`src/rtl/conv2d_pkg.sv`:
```
// -----------------------------------------------------------------------------
// conv2d_pkg
// Shared definitions for the Conv2d window sequencer: default image geometry,
// derived counter/coordinate widths, and the sequencer state encoding.
// No ports (package).
// -----------------------------------------------------------------------------
package conv2d_pkg;

    localparam int DEF_IMG_W = 32;
    localparam int DEF_IMG_H = 32;
    localparam int DEF_K     = 3;

    // Bit width needed to hold values 0..n-1, never narrower than one bit.
    function automatic int width_of(input int n);
        return (n > 1) ? $clog2(n) : 1;
    endfunction

    // Derived widths for the default geometry.
    localparam int DEF_ROW_CNT_W = width_of(DEF_IMG_H);
    localparam int DEF_COL_CNT_W = width_of(DEF_IMG_W);
    localparam int DEF_OUT_ROW_W = width_of(DEF_IMG_H - DEF_K + 1);
    localparam int DEF_OUT_COL_W = width_of(DEF_IMG_W - DEF_K + 1);

    typedef enum logic [1:0] {
        ST_IDLE,
        ST_RUN,
        ST_DRAIN
    } seq_state_e;

endpackage

```
`src/rtl/window_tag_delay.sv`:
```
// -----------------------------------------------------------------------------
// window_tag_delay
// Fixed-depth shift register that carries the window tag {valid, last, row,
// col} alongside the line buffer + MAC pipeline so the tag emerges in the same
// cycle as the matching convolution result.
// Ports:
//   clk, reset          : clock, synchronous active-high clear
//   valid_i/last_i      : tag flags for the window pushed this cycle
//   row_i/col_i         : output coordinates for that window
//   valid_o/last_o/
//   row_o/col_o         : the same tag, DEPTH cycles later
// -----------------------------------------------------------------------------
module window_tag_delay #(
    parameter int DEPTH = 1,
    parameter int ROW_W = 5,
    parameter int COL_W = 5
) (
    input  logic             clk,
    input  logic             reset,
    input  logic             valid_i,
    input  logic             last_i,
    input  logic [ROW_W-1:0] row_i,
    input  logic [COL_W-1:0] col_i,
    output logic             valid_o,
    output logic             last_o,
    output logic [ROW_W-1:0] row_o,
    output logic [COL_W-1:0] col_o
);

    localparam int TAG_W = ROW_W + COL_W + 2;

    logic [TAG_W-1:0] stage_q [DEPTH];

    always_ff @(posedge clk) begin
        if (reset) begin
            // NOTE: every stage is cleared, not just left to flush: a stale
            // valid bit here would emit a phantom output after a mid-frame abort.
            for (int i = 0; i < DEPTH; i++) begin
                stage_q[i] <= '0;
            end
        end else begin
            // NOTE: non-blocking assignments let each stage read the previous
            // stage's old value, which is what makes this a shift register.
            stage_q[0] <= {valid_i, last_i, row_i, col_i};
            for (int i = 1; i < DEPTH; i++) begin
                stage_q[i] <= stage_q[i-1];
            end
        end
    end

    assign {valid_o, last_o, row_o, col_o} = stage_q[DEPTH-1];

endmodule

```
`src/rtl/conv_window_sequencer.sv`:
```
// -----------------------------------------------------------------------------
// conv_window_sequencer
// Consumer-side controller for the 3x3 double line buffer. Tracks the raster
// position of each pushed pixel, tags geometrically valid windows, delays the
// tag to line up with the MAC result, and registers result + coordinates.
// Ports:
//   clk, reset   : clock, synchronous active-high reset
//   in_valid     : a pixel is pushed into the line buffer this cycle
//   conv_result  : MAC output, aligned 1+MAC_LAT cycles after the push
//   out_data     : registered conv_result of a valid window (holds otherwise)
//   out_valid    : out_data/out_row/out_col valid this cycle
//   out_row/col  : output coordinates of the window (hold when not valid)
//   frame_done   : one-cycle pulse with the last out_valid of a frame
//   busy         : high from first pixel of a frame until after frame_done
//   err_gap      : sticky, in_valid dropped mid-frame; cleared only by reset
// -----------------------------------------------------------------------------
module conv_window_sequencer
    import conv2d_pkg::*;
#(
    parameter int DATA_WIDTH = 32,
    parameter int IMG_W      = DEF_IMG_W,
    parameter int IMG_H      = DEF_IMG_H,
    parameter int K          = DEF_K,
    parameter int MAC_LAT    = 0,
    parameter int ROW_W      = width_of(IMG_H - K + 1),
    parameter int COL_W      = width_of(IMG_W - K + 1)
) (
    input  logic                  clk,
    input  logic                  reset,
    input  logic                  in_valid,
    input  logic [DATA_WIDTH-1:0] conv_result,
    output logic [DATA_WIDTH-1:0] out_data,
    output logic                  out_valid,
    output logic [ROW_W-1:0]      out_row,
    output logic [COL_W-1:0]      out_col,
    output logic                  frame_done,
    output logic                  busy,
    output logic                  err_gap
);

    localparam int RC_W = width_of(IMG_H);
    localparam int CC_W = width_of(IMG_W);

    seq_state_e            state_q, state_d;
    logic [RC_W-1:0]       row_cnt_q, row_cnt_d;
    logic [CC_W-1:0]       col_cnt_q, col_cnt_d;
    logic                  err_gap_q, err_gap_d;

    logic [DATA_WIDTH-1:0] out_data_q;
    logic                  out_valid_q;
    logic [ROW_W-1:0]      out_row_q;
    logic [COL_W-1:0]      out_col_q;
    logic                  frame_done_q;

    logic                  col_at_end, row_at_end, last_px;
    logic                  win_valid;
    logic [ROW_W-1:0]      win_row;
    logic [COL_W-1:0]      win_col;

    logic                  tag_valid, tag_last;
    logic [ROW_W-1:0]      tag_row;
    logic [COL_W-1:0]      tag_col;

    // Window geometry of the pixel being pushed this cycle. A window is only
    // complete once K-1 full rows and K-1 pixels of the current row exist;
    // earlier columns straddle the previous row's tail.
    assign col_at_end = (col_cnt_q == CC_W'(IMG_W - 1));
    assign row_at_end = (row_cnt_q == RC_W'(IMG_H - 1));
    assign last_px    = in_valid && row_at_end && col_at_end;
    assign win_valid  = in_valid && (row_cnt_q >= RC_W'(K - 1))
                                 && (col_cnt_q >= CC_W'(K - 1));
    assign win_row    = ROW_W'(row_cnt_q - RC_W'(K - 1));
    assign win_col    = COL_W'(col_cnt_q - CC_W'(K - 1));

    // Raster counters advance on every push regardless of state; they wrap to
    // (0,0) after the last pixel, so IDLE and DRAIN always start a frame there.
    always_comb begin
        row_cnt_d = row_cnt_q;
        col_cnt_d = col_cnt_q;
        if (in_valid) begin
            if (col_at_end) begin
                col_cnt_d = '0;
                row_cnt_d = row_at_end ? '0 : row_cnt_q + 1'b1;
            end else begin
                col_cnt_d = col_cnt_q + 1'b1;
            end
        end
    end

    always_comb begin
        // NOTE: defaults first, so every path assigns every output and no
        // latch is inferred.
        state_d   = state_q;
        err_gap_d = err_gap_q;
        unique case (state_q)
            ST_IDLE: begin
                if (in_valid) state_d = ST_RUN;
            end
            ST_RUN: begin
                if (!in_valid)    err_gap_d = 1'b1;
                else if (last_px) state_d   = ST_DRAIN;
            end
            ST_DRAIN: begin
                // A new frame may start while the old frame's tags drain; the
                // tag pipeline still delivers the old frame_done.
                if (in_valid)          state_d = ST_RUN;
                else if (frame_done_q) state_d = ST_IDLE;
            end
            default: state_d = ST_IDLE;
        endcase
    end

    always_ff @(posedge clk) begin
        if (reset) begin
            state_q   <= ST_IDLE;
            row_cnt_q <= '0;
            col_cnt_q <= '0;
            err_gap_q <= 1'b0;
        end else begin
            state_q   <= state_d;
            row_cnt_q <= row_cnt_d;
            col_cnt_q <= col_cnt_d;
            err_gap_q <= err_gap_d;
        end
    end

    window_tag_delay #(
        .DEPTH (1 + MAC_LAT),
        .ROW_W (ROW_W),
        .COL_W (COL_W)
    ) u_tag_delay (
        .clk     (clk),
        .reset   (reset),
        .valid_i (win_valid),
        .last_i  (last_px),
        .row_i   (win_row),
        .col_i   (win_col),
        .valid_o (tag_valid),
        .last_o  (tag_last),
        .row_o   (tag_row),
        .col_o   (tag_col)
    );

    // Output stage: data and coordinates load only for valid windows and hold
    // otherwise.
    always_ff @(posedge clk) begin
        if (reset) begin
            out_data_q   <= '0;
            out_valid_q  <= 1'b0;
            out_row_q    <= '0;
            out_col_q    <= '0;
            frame_done_q <= 1'b0;
        end else begin
            out_valid_q  <= tag_valid;
            frame_done_q <= tag_valid && tag_last;
            if (tag_valid) begin
                out_data_q <= conv_result;
                out_row_q  <= tag_row;
                out_col_q  <= tag_col;
            end
        end
    end

    assign out_data   = out_data_q;
    assign out_valid  = out_valid_q;
    assign out_row    = out_row_q;
    assign out_col    = out_col_q;
    assign frame_done = frame_done_q;
    assign busy       = (state_q != ST_IDLE);
    assign err_gap    = err_gap_q;

endmodule

```
`config.mk`:
```
export PLATFORM = sky130hd
export DESIGN_NAME = conv_window_sequencer
export DESIGN_NICKNAME = d
export VERILOG_FILES = /design/src/rtl/conv2d_pkg.sv /design/src/rtl/window_tag_delay.sv /design/src/rtl/conv_window_sequencer.sv
export SDC_FILE = /design/constraint.sdc
export NUM_CORES = 1
export LEC_CHECK = 0
export CORE_MARGIN = 2
export CORE_UTILIZATION = 35
export CTS_BUF_LIST = sky130_fd_sc_hd__clkbuf_2 sky130_fd_sc_hd__clkbuf_4 sky130_fd_sc_hd__clkbuf_8
export DETAILED_ROUTE_END_ITERATION = 10
export PLACE_DENSITY = 0.7
export REMOVE_ABC_BUFFERS = 1
export SYNTH_ARGS = -nofsm -noshare
export SYNTH_HDL_FRONTEND = slang
export SYNTH_SLANG_ARGS = --single-unit
```
`constraint.sdc`:
```
create_clock -name clk -period 4.29 [get_ports clk]
set_clock_uncertainty 0.2 [all_clocks]
set_input_delay 0.6435 -clock clk [delete_from_list [all_inputs] [get_ports clk]]
set_output_delay 0.6435 -clock clk [all_outputs]
set_load 0.02 [all_outputs]
```
* Yosys cells after proc, flatten, opt, wreduce, memory -nomap -nowiden *
Memories as Yosys holds them, arrays and structs flattened.
Cells that the tools add are included.

operators by class
  mux-type cells = 13
  eq/ne operators = 8
  add/subtract/negate cells = 4
  bitwise operators = 1
  $lt $le $gt $ge = 2
  reduce and logical (&&, ||, !) cells = 11

operators with widths
  cell                                                                      count
  12-bit 2-to-1 mux                                                         1
  12-bit OR reduction                                                       1
  5-bit by 1-bit adder with 5-bit output (second input constant)            2
  5-bit equality test (second input constant)                               2
  5-bit by 2-bit >= comparator with 1-bit output (second input constant)    2
  2-bit 2-to-1 mux                                                          5
  5-bit 2-to-1 mux                                                          2
  5-bit by 2-bit subtractor with 5-bit output (second input constant)       2
  2-bit case mux with 3 select lines                                        1
  1-bit logical AND                                                         5
  1-bit 2-to-1 mux                                                          4
  2-bit inequality test (second input constant)                             2
  2-bit AND reduction                                                       2
  4-bit AND reduction                                                       1
  3-bit inequality test (second input constant)                             1
  2-bit by 1-bit equality test with 1-bit output (second input constant)    1
  2-bit equality test (second input constant)                               1
  2-bit logical NOT                                                         1
  2-bit by 1-bit inequality test with 1-bit output (second input constant)  1
  2-bit nonzero test                                                        1
  1-bit NOT                                                                 1

word-level totals
  input bits = 35
  memories kept = 1
  bits in registers = 57
  logic and storage cells = 49
  output and inout port bits = 46
  memory bits (writable) = 12

memory list
  name                 depth  width  read ports  clocked after Yosys merged registers in  write ports  line                    RTL
  u_tag_delay.stage_q  1      12     1           0                                        1            window_tag_delay.sv:32  logic [TAG_W-1:0] stage_q [DEPTH];

* Longest topological paths before layout *
Gate-level depths: netlist of run 1.

  depth after elaboration = 6
  gate-level depth with buffers = 6

* Modules after synthesis *
From an unflattened synthesis of run 1, not the netlist that was laid out.

second synthesis, totals
  cell total of the unflattened synthesis = 257
  area total of the unflattened synthesis = 2663.8 µm²

modules (own cells, without submodules)
  module                 times used  area each (µm²)  cells each
  conv_window_sequencer  1           2297.2           232
  window_tag_delay       1           366.6            25

* Worst setup path after synthesis of run 1 *
OpenSTA, ideal clock, no wires.

  path kind = flip-flop to flip-flop
  start = register col_cnt_q[1]
  end = register row_cnt_q[3]
  required time = 4.020 ns
  slack = 2.364 ns
  data arrival time = 1.656 ns
  cell stages (with the launch flop) = 7
  setup time = 0.070 ns
  cell sequence = dfxtp_1 > ha_1 > and3_1 > ha_1 > nand2_2 > or4_1 > a21oi_1

on the way
  cells in the longest elaborated chain, start to end = 2

RTL lines
  what                           line                          RTL
  from (decl)                    conv_window_sequencer.sv:46   logic [CC_W-1:0] col_cnt_q, col_cnt_d;
  from (signal assigned)         conv_window_sequencer.sv:122  col_cnt_q <= col_cnt_d;
  5-bit equality test            conv_window_sequencer.sv:67   assign col_at_end = (col_cnt_q == CC_W'(IMG_W - 1));
  2-bit AND reduction (no line)  -
  to (signal assigned)           conv_window_sequencer.sv:121  row_cnt_q <= row_cnt_d;
  to (decl)                      conv_window_sequencer.sv:45   logic [RC_W-1:0] row_cnt_q, row_cnt_d;

No other way between the ends.
A chain may end at the register's enable or synchronous reset.

* Worst setup path after layout of run 1 *
  start = register state_q[0]
  end = output busy

on the way
  cells in the longest elaborated chain, start to end = 1

RTL lines
  what                    line                          RTL
  from (decl)             conv_window_sequencer.sv:44   seq_state_e state_q, state_d;
  from (signal assigned)  conv_window_sequencer.sv:120  state_q <= state_d;
  2-bit nonzero test      conv_window_sequencer.sv:169  assign busy = (state_q != ST_IDLE);
  to (decl)               conv_window_sequencer.sv:37   output logic busy,

No other way between the ends.

==> results of run 1 <==
[state kept, by name, indices dropped and copies added, names as in the netlist]
name and cells:
col_cnt_q 5, err_gap 1, frame_done 1, out_col 5, out_data 32, out_row 5, out_valid 1, row_cnt_q 5
state_q 2, u_tag_delay.stage_q 12
[placed cells by master (no fill, tap or decap), types with 3 or more instances in the layout]
master / count
clkdlybuf4s50_1: 79
dfxtp_1: 68
nor2_1: 60
mux2i_1: 43
clkbuf_8: 11
inv_1: 10
a21oi_1: 10
ha_1: 10
nand2_1: 5
o21ai_0: 5
xnor2_1: 4
nor3_1: 3
a211oi_1: 3
[synth_stat cells (all sizes together)]
master and count:
dfxtp 69, nor2 60, mux2i 43, inv 11, a21oi 10, ha 10, buf 9, nand2 6
o21ai 5, clkbuf 4, xnor2 4, a211oi 3, nor3 3, a2111oi 2, and2 2, and3 2
and4bb 2, nand4 2, or4 2, a31oi 1, nand3b 1, nor2b 1, nor4 1, or2 1
or3 1
[worst max-delay path by stage]
stage / cells past startpoint / startpoint / end
global placement: 4 / in_valid / row_cnt_q[3]
global route: 2 / state_q[0] / busy
finish: 2 / state_q[0] / busy
detailed placement: 4 / in_valid / row_cnt_q[3]
CTS: 2 / state_q[0] / busy
floorplan: 2 / u_tag_delay.stage_q[0][11] / out_col[0]
[worst max-delay path, cell delays in order (launching register included)]
cell	delay [ns]
dfxtp_1	0.34
or2_2	0.30
clkdlybuf4s50_1	0.54
[metal layers]
metal | global-route usage | wire length, um | vias to the layer above
met5 | 0 | 0 | -
met4 | 0.0615 | 55 | 0
met3 | 0.0327 | 266 | 6
met2 | 0.211 | 2350 | 63
met1 | 0.166 | 2470 | 896
li1 | - | - | 1009
[kinds of logic (layout without fill, tap and decap cells)]
group | after synthesis | count (layout)
and+or+nand+nor | 84 | 84
DFF | 69 | 69
muxes | 43 | 43
buffers and inverters | 24 | 106
AOI/OAI and AO/OA | 21 | 21
adders and majority gates | 10 | 10
xor gates and xnor gates | 4 | 4
[area by class of cell]
type	count	area [sq um]
fill	696	3600
clock inverter	2	10.0
clock buffer	12	159
sequential	69	1380
multi-input combinational	162	1090
inverter	11	41.3
tap	99	124
timing repair buffer	81	803
[where the power goes]
group,leakage (nW),internal (mW),switching [mW]
Clock,0.0915,0.240,0.210
Combinational,0.649,0.0376,0.0242
Sequential,0.560,0.649,0.00521
==> flow_metrics.env, run 1 <==
export IMPL_outcome="completed"
export IMPL_cts_tree="done"
export IMPL_grt_pass1_wl_um=8720
export IMPL_arrival_ns=1.51
export IMPL_synth_simple_area_share=0.146
export IMPL_crit_fanout=5
export IMPL_synth_top_area_cell="dfxtp_1"
export IMPL_rsz0062_at_grt="no"
export IMPL_ant_nets=0
export IMPL_dieWidth_um=90.0
export IMPL_ioPinCount=81
export IMPL_die_h_um=90.0
export IMPL_stdcell_count=436
export IMPL_post_place_ws_ns=1.87
export IMPL_hold_class="flip-flop to flip-flop"
export IMPL_grt_pass1_vias=1854
export IMPL_cp_end_kind="output pin"
export IMPL_avgSynthCellArea_sq_um=10.1
export IMPL_synthCells=255
export IMPL_htree_num_levels=3
export IMPL_numCtsBuffers=9
export IMPL_ys_types=31
export IMPL_core_area_sq_um=7210
export IMPL_drive_gt1_frac=0.0712
export IMPL_r2r_cells=6
export IMPL_period_minus_slack_ns=2.35
export IMPL_num_vias=1974
export IMPL_portBuffers=80
export IMPL_areaGrowthSynthToFinish_pct=39.6
export IMPL_antenna_found_initial=0
export IMPL_peakVddDrop_mv=0.138
export IMPL_grt_max_degree=69
export IMPL_hold_viol=0
export IMPL_dp_hpwl_um=3520
export IMPL_hold_depth=1
export IMPL_antenna_cells=0
export IMPL_rrSetupSlack_ns=2.16
export IMPL_period_share=0.548
export IMPL_synthAdderAreaFrac=0.0484
export IMPL_fmax_mhz=425
export IMPL_r2r_end="row_cnt_q[3]"
export IMPL_cts_repair_resized=0
export IMPL_drt_iter0_drc=26
export IMPL_finish_instance_area_sq_um=3610
export IMPL_cts_buffer_depth=2
export IMPL_die_area_sq_um=8090
export IMPL_routedWlPerCell_um=11.8
export IMPL_finalSetupTns_ns=0
export IMPL_maxCapViolCount=0
export IMPL_syn_cell_area_sq_um=2590
export IMPL_clkTransAtPathRegs_ns=0.07
export IMPL_postPlaceCellArea_sq_um=3440
export IMPL_synth_top_family_by_area="multiplexers"
export IMPL_yosys_area_share_xor_xnor=0.0135
export IMPL_synth_mux_area_fraction=0.166
export IMPL_clock_sinks=69
export IMPL_worst_setup_path_type="flip-flop to output pin"
export IMPL_fin_nets=379
export IMPL_setup_viol=0
export IMPL_viasPerCell=4.53
export IMPL_grt_usage=0.131
export IMPL_fin_util=0.500
export IMPL_ys_ff_latch=69
export IMPL_post_route_worst_setup_slack_ns=1.94
export IMPL_hold_start="u_tag_delay.stage_q[0][10]"
export IMPL_gr_total_overflow=0
export IMPL_place_congestion=0.743
export IMPL_cts_root_buf="clkbuf_8"
export IMPL_relSlewSlack=0.202
export IMPL_worstMarginPinSlew_ns=1.20
export IMPL_yosysSeqAreaShare=0.534
export IMPL_min_to="frame_done"
export IMPL_start_kind="flip-flop"
export IMPL_initial_core_util=0.358
export IMPL_powerDensity_nw_per_um2=323
export IMPL_cts_hold_buf=0
export IMPL_wl_um=5140
export IMPL_synth_compound_area_frac=0.0469
export IMPL_timing_rr_start="col_cnt_q[1]"
export IMPL_drtPass1Iterations=4
export IMPL_leakage_nw=1.30
export IMPL_synth_top_cells_by_area="dfxtp_1 (53%), mux2i_1 (17%), nor2_1 (8.7%)"
export IMPL_drc=0
export IMPL_ys_warn_count=0
export IMPL_clkLatencyLatePin_ns=0.32
export IMPL_power_mw=1.17
export IMPL_rows=31
export IMPL_cts_setup_buffers=0
export IMPL_dp_cells=422
export IMPL_drv_slew=0
export IMPL_netlist_area_leader_share=0.534
export IMPL_worstPathRequired_ns=3.45
export IMPL_whs_ns=0.231
No activity file was read; power rests on OpenSTA's default activity.
==> run 2, diff against run 1 <==
--- a/config.mk
+++ b/config.mk
@@ -9,7 +9,7 @@
 export CORE_UTILIZATION = 35
 export CTS_BUF_LIST = sky130_fd_sc_hd__clkbuf_2 sky130_fd_sc_hd__clkbuf_4 sky130_fd_sc_hd__clkbuf_8
 export DETAILED_ROUTE_END_ITERATION = 10
-export PLACE_DENSITY = 0.7
+export PLACE_DENSITY = 0.72
 export REMOVE_ABC_BUFFERS = 1
 export SYNTH_ARGS = -nofsm -noshare
 export SYNTH_HDL_FRONTEND = slang
==> constraint.sdc (replaced) <==
create_clock -name clk -period 2.01 [get_ports clk]
set_clock_uncertainty 0.2 [all_clocks]
set_input_delay 0.3015 -clock clk [delete_from_list [all_inputs] [get_ports clk]]
set_output_delay 0.3015 -clock clk [all_outputs]
set_load 0.02 [all_outputs]
==> flow_metrics.env, run 2 (synthesis results as in run 1) <==
export IMPL_largest_reg_flops=32
export IMPL_peakVddDrop_mv=0.288
export IMPL_crit_fanout=8
export IMPL_period_share=0.939
export IMPL_setup_viol=0
export IMPL_r2r_end="row_cnt_q[3]"
export IMPL_portBuffers=80
export IMPL_hold_depth=2
export IMPL_cts_hold_buf=0
export IMPL_layout_commonest_cell="clkdlybuf4s50_1"
export IMPL_finalSetupTns_ns=0
export IMPL_hold_class="input pin to flip-flop"
export IMPL_arrival_ns=1.95
export IMPL_worstMarginPinSlew_ns=0.567
export IMPL_rrSetupSlack_ns=0.12
export IMPL_timing_rr_start="col_cnt_q[1]"
export IMPL_cts_repair_resized=1
export IMPL_cts_setup_buffers=0
export IMPL_gr_total_overflow=0
export IMPL_rows=31
export IMPL_fin_nets=388
export IMPL_use_met2=0.223
export IMPL_cts_buffer_depth=2
export IMPL_outcome="completed"
export IMPL_worst_setup_path_type="flip-flop to flip-flop"
export IMPL_numCtsBuffers=9
export IMPL_hold_viol=0
export IMPL_relSlewSlack=0.612
export IMPL_clock_sinks=69
export IMPL_layout_common_cells="clkdlybuf4s50_1 (78), dfxtp_1 (68), nor2_1 (60)"
export IMPL_use_met3=0.0461
export IMPL_die_h_um=90.0
export IMPL_cts_root_buf="clkbuf_8"
export IMPL_critPathSlowestCell="or4_1"
export IMPL_worstPathRequired_ns=2.07
export IMPL_leakage_nw=1.38
export IMPL_min_to="out_row[1]"
export IMPL_grt_pass1_wl_um=8870
export IMPL_place_congestion=0.756
export IMPL_routedWlPerCell_um=12.0
export IMPL_die_area_sq_um=8090
export IMPL_drive_gt1_frac=0.101
export IMPL_grt_util_met1=0.163
export IMPL_clkLatencyLatePin_ns=0.33
export IMPL_fin_util=0.520
export IMPL_nFillCells=660
export IMPL_path_cells="ha_1 > and3_1 > ha_1 > nand2_2 > or4_1 > a21oi_1"
export IMPL_initial_core_util=0.358
export IMPL_viasPerCell=4.50
export IMPL_hold_start="reset"
export IMPL_ant_nets=0
export IMPL_grt_pass1_vias=1957
export IMPL_crit_path_start="col_cnt_q[1]"
export IMPL_whs_ns=0.0421
export IMPL_ioPinCount=81
export IMPL_num_vias=2011
export IMPL_cp_slowest_stage_delay_ns=0.46
export IMPL_grt_max_degree=44
export IMPL_wl_um=5360
export IMPL_cts_tree="done"
export IMPL_grt_busiest_layer="met2"
export IMPL_period_minus_slack_ns=1.89
export IMPL_post_route_worst_setup_slack_ns=0.122
export IMPL_antenna_found_initial=0
export IMPL_rsz0062_at_grt="no"
export IMPL_maxCapViolCount=0
export IMPL_core_area_sq_um=7210
export IMPL_htree_num_levels=3
export IMPL_powerDensity_nw_per_um2=746
export IMPL_areaGrowthSynthToFinish_pct=44.9
export IMPL_drc=0
export IMPL_cp_end_kind="flip-flop"
export IMPL_dp_hpwl_um=3760
export IMPL_post_place_ws_ns=0.129
export IMPL_start_kind="flip-flop"
export IMPL_r2r_cells=6
export IMPL_drt_iter0_drc=55
export IMPL_drtPass1Iterations=4
export IMPL_fmax_mhz=530
export IMPL_dieWidth_um=90.0
export IMPL_antenna_cells=0
export IMPL_crit_top_cell="ha_1"
export IMPL_grt_usage=0.136
export IMPL_drv_slew=0
export IMPL_clkTransAtPathRegs_ns=0.07
-- run 2: changes by cell type in the layout (fill, tap and decap cells not counted), sizes merged --
cell,before,now
buf,2,11
bufinv,0,2
clkdlybuf4s50,79,78
dlygate4sd2,0,1
-- run 2: stage by stage --
| stage | instance area [sq um] | power (mW) | instances |
|---|---|---|---|
| global route | 3750 | 2.91 | 447 |
| global placement | 3520 | 1.57 | 431 |
| floorplan | 2510 | 1.46 | 242 |
| CTS | 3750 | 2.85 | 447 |
| finish | 3750 | 2.80 | 447 |
| detailed placement | 3520 | 1.57 | 431 |
-- run 2: worst max-delay path by stage --
| stage | cells past startpoint | endpoint |
|---|---|---|
| 3_3_place_gp | 4 | col_cnt_q[3] |
| 6_report | 6 | row_cnt_q[3] |
| 5_1_grt | 6 | row_cnt_q[3] |
| 4_1_cts | 6 | row_cnt_q[3] |
| 3_5_place_dp | 6 | row_cnt_q[3] |
| 2_1_floorplan | 2 | out_col[0] |
-- run 2: critical path, delay by kind of cell (launching register included) --
kind	cells	cell delay (ns)
DFF	1	0.34
and+or+nand+nor	3	0.71
adders and majority gates	2	0.44
AOI/OAI and AO/OA	1	0.14
-- run 2: routing by layer --
layer	wire length, um	vias up
met4	35	0
li1	-	1028
met2	2450	63
met1	2550	916
met3	322	4
met5	0	-
-- run 2: power breakdown --
part	switching [mW]	internal (mW)	total [mW]
registers	0.00762	1.39	1.39
logic	0.0586	0.0866	0.145
clock network	0.481	0.777	1.26
total	0.548	2.25	2.80
-- run 2: cell type report --
cell class | count | area (sq um) | area share
Clock buffer | 12 | 159 | 0.0424
Clock inverter | 4 | 70.1 | 0.0187
Inverter | 11 | 41.3 | 0.0110
Multi-Input combinational cell | 162 | 1090 | 0.291
Sequential cell | 69 | 1380 | 0.369
Tap cell | 99 | 124 | 0.0330
Timing Repair Buffer | 90 | 882 | 0.235
==> run 3, diff against run 2 <==
--- a/config.mk
+++ b/config.mk
@@ -13,4 +13,5 @@
 export REMOVE_ABC_BUFFERS = 1
 export SYNTH_ARGS = -nofsm -noshare
 export SYNTH_HDL_FRONTEND = slang
+export SYNTH_HIERARCHICAL = 1
 export SYNTH_SLANG_ARGS = --single-unit
==> flow_metrics.env, run 3 <==
export IMPL_fmax_mhz=517
export IMPL_arrival_ns=2.00
export IMPL_maxCapViolCount=0
export IMPL_yosysSeqAreaShare=0.519
export IMPL_cp_slowest_stage_delay_ns=0.50
export IMPL_hold_start="reset"
export IMPL_fin_nets=395
export IMPL_antenna_cells=0
export IMPL_dieWidth_um=91.2
export IMPL_cp_end_kind="flip-flop"
export IMPL_crit_fanout=4
export IMPL_async_reset_ff_frac=0
export IMPL_die_area_sq_um=8320
export IMPL_drtPass1Iterations=4
export IMPL_die_h_um=91.2
export IMPL_cts_setup_buffers=0
export IMPL_areaGrowthSynthToFinish_pct=47.1
export IMPL_initial_core_util=0.363
export IMPL_setup_viol=0
export IMPL_relSlewSlack=0.631
export IMPL_cts_tree="done"
export IMPL_core_area_sq_um=7330
export IMPL_cts_hold_buf=0
export IMPL_synth_top_flop_cell="dfxtp_1"
export IMPL_worst_setup_path_type="flip-flop to flip-flop"
export IMPL_hold_viol=0
export IMPL_finish_instance_area_sq_um=3920
export IMPL_crit_path_start="col_cnt_q[1]"
export IMPL_ys_types=33
export IMPL_ys_warn_count=6
export IMPL_period_minus_slack_ns=1.93
export IMPL_start_kind="flip-flop"
export IMPL_synth_commonest_cells="dfxtp_1 (69), nor2_1 (51), mux2i_1 (44), a21oi_1 (11), ha_1 (10)"
export IMPL_grt_usage=0.136
export IMPL_worstMarginPinSlew_ns=0.539
export IMPL_period_share=0.962
export IMPL_clkTransAtPathRegs_ns=0.07
export IMPL_drive_gt1_frac=0.146
export IMPL_drc=0
export IMPL_critPathSlowestCell="or4b_1"
export IMPL_regArea_sq_um=1380
export IMPL_leakage_nw=1.47
export IMPL_layout_common_cells="clkdlybuf4s50_1 (78), dfxtp_1 (67), nor2_1 (51)"
export IMPL_numCtsBuffers=9
export IMPL_netlist_area_leader_share=0.519
export IMPL_synth_top_area_cell="dfxtp_1"
export IMPL_hold_class="input pin to flip-flop"
export IMPL_synth_edff_count=0
export IMPL_routedWlPerCell_um=11.6
export IMPL_cts_root_buf="clkbuf_8"
export IMPL_synthCells=257
export IMPL_num_vias=2014
export IMPL_clkLatencyLatePin_ns=0.34
export IMPL_ys_ff_latch=69
export IMPL_clock_sinks=69
export IMPL_worstPathRequired_ns=2.08
export IMPL_antenna_found_initial=0
export IMPL_largest_reg_flops=32
export IMPL_rows=31
export IMPL_finalSetupTns_ns=0
export IMPL_grt_max_degree=44
export IMPL_gr_total_overflow=0
export IMPL_power_mw=2.97
export IMPL_drt_iter0_drc=58
export IMPL_wl_um=5280
export IMPL_cts_buffer_depth=2
export IMPL_path_cells="ha_1 > and3_1 > ha_2 > nand2_4 > or4b_1 > a21oi_1"
export IMPL_synth_most_common_cell="dfxtp_1"
export IMPL_synth_top_cells_by_area="dfxtp_1 (52%), mux2i_1 (17%), nor2_1 (7.2%)"
export IMPL_crit_buf_inv=0
export IMPL_grt_pass1_wl_um=9040
export IMPL_cts_repair_resized=1
export IMPL_rsz0062_at_grt="no"
export IMPL_outcome="completed"
export IMPL_place_congestion=0.855
export IMPL_peakVddDrop_mv=0.365
export IMPL_drv_slew=0
export IMPL_multiInputGateArea_sq_um=1170
export IMPL_postPlaceCellArea_sq_um=3650
export IMPL_layout_commonest_cell="clkdlybuf4s50_1"
export IMPL_ant_nets=0
export IMPL_ioPinCount=81
export IMPL_portBuffers=80
export IMPL_path_delay_family="simple AND/OR/NAND/NOR gates"
export IMPL_avgSynthCellArea_sq_um=10.4
export IMPL_powerDensity_nw_per_um2=758
export IMPL_nFillCells=646
export IMPL_viasPerCell=4.44
export IMPL_htree_num_levels=3
export IMPL_grt_pass1_vias=1944
export IMPL_dp_hpwl_um=3740
export IMPL_syn_cell_area_sq_um=2660
export IMPL_timing_rr_start="col_cnt_q[1]"
## run 3: cell types whose count changed after synthesis, sizes merged, moves of 4 or more
| cell | before | now |
|---|---|---|
| nor2b | 1 | 12 |
| xor2 | 0 | 4 |
| xnor2 | 4 | 0 |
| nor2 | 60 | 51 |
## run 3: worst register-to-register path: stages (launching register included)
cell	delay [ns]
dfxtp_1	0.36
ha_1	0.19
and3_1	0.17
ha_2	0.23
nand2_4	0.06
or4b_1	0.51
a21oi_1	0.16
## run 3: kinds of logic after synthesis
kind of cell,count (synthesis),synth area share
fa+ha+maj,10,0.0470
mux,44,0.165
compound gates,21,0.0465
buf+inv,24,0.0423
flops,69,0.519
simple gates,85,0.167
xor+xnor,4,0.0132
## run 3: area by class of cell
type / count / share of cell area
Clock buffer: 11 / 0.0386
Clock inverter: 5 / 0.0271
Inverter: 10 / 0.00958
Multi-Input combinational cell: 164 / 0.300
Sequential cell: 69 / 0.353
Tap cell: 99 / 0.0316
Timing Repair Buffer: 96 / 0.240
## run 3: metal layers
layer  wire length, um  share of wire  track usage
met1              2470           0.47        0.167
met2              2370           0.45        0.216
met3               342          0.065       0.0498
met4                97          0.018       0.0568
met5                 0              0            0
## run 3: power by group
part / switching [mW] / total (mW) / internal [mW]
combinational: 0.0648 / 0.169 / 0.104
sequential: 0.00799 / 1.39 / 1.39
clock: 0.512 / 1.41 / 0.894
## run 3: final timing paths
kind	endpoint	slack (ns)	cells after the start
worst min register to register	frame_done	0.25	1
worst min-delay path	out_row[3]	0.18	2
worst max register to register	row_cnt_q[2]	0.08	6
worst max-delay path	row_cnt_q[2]	0.08	6
## run 3: per-stage QoR
| stage | utilization | setup WS, ns | instances | hold WS [ns] |
|---|---|---|---|---|
| after floorplan | - | -0.233 | 243 | 0.166 |
| after global placement | 0.499 | 0.135 | 438 | 0.211 |
| after detailed placement | 0.499 | 0.0513 | 438 | 0.232 |
| after CTS | 0.534 | 0.0368 | 454 | 0.187 |
| after global routing | 0.534 | 0.000314 | 454 | 0.214 |
| final | 0.534 | 0.0765 | 454 | 0.183 |
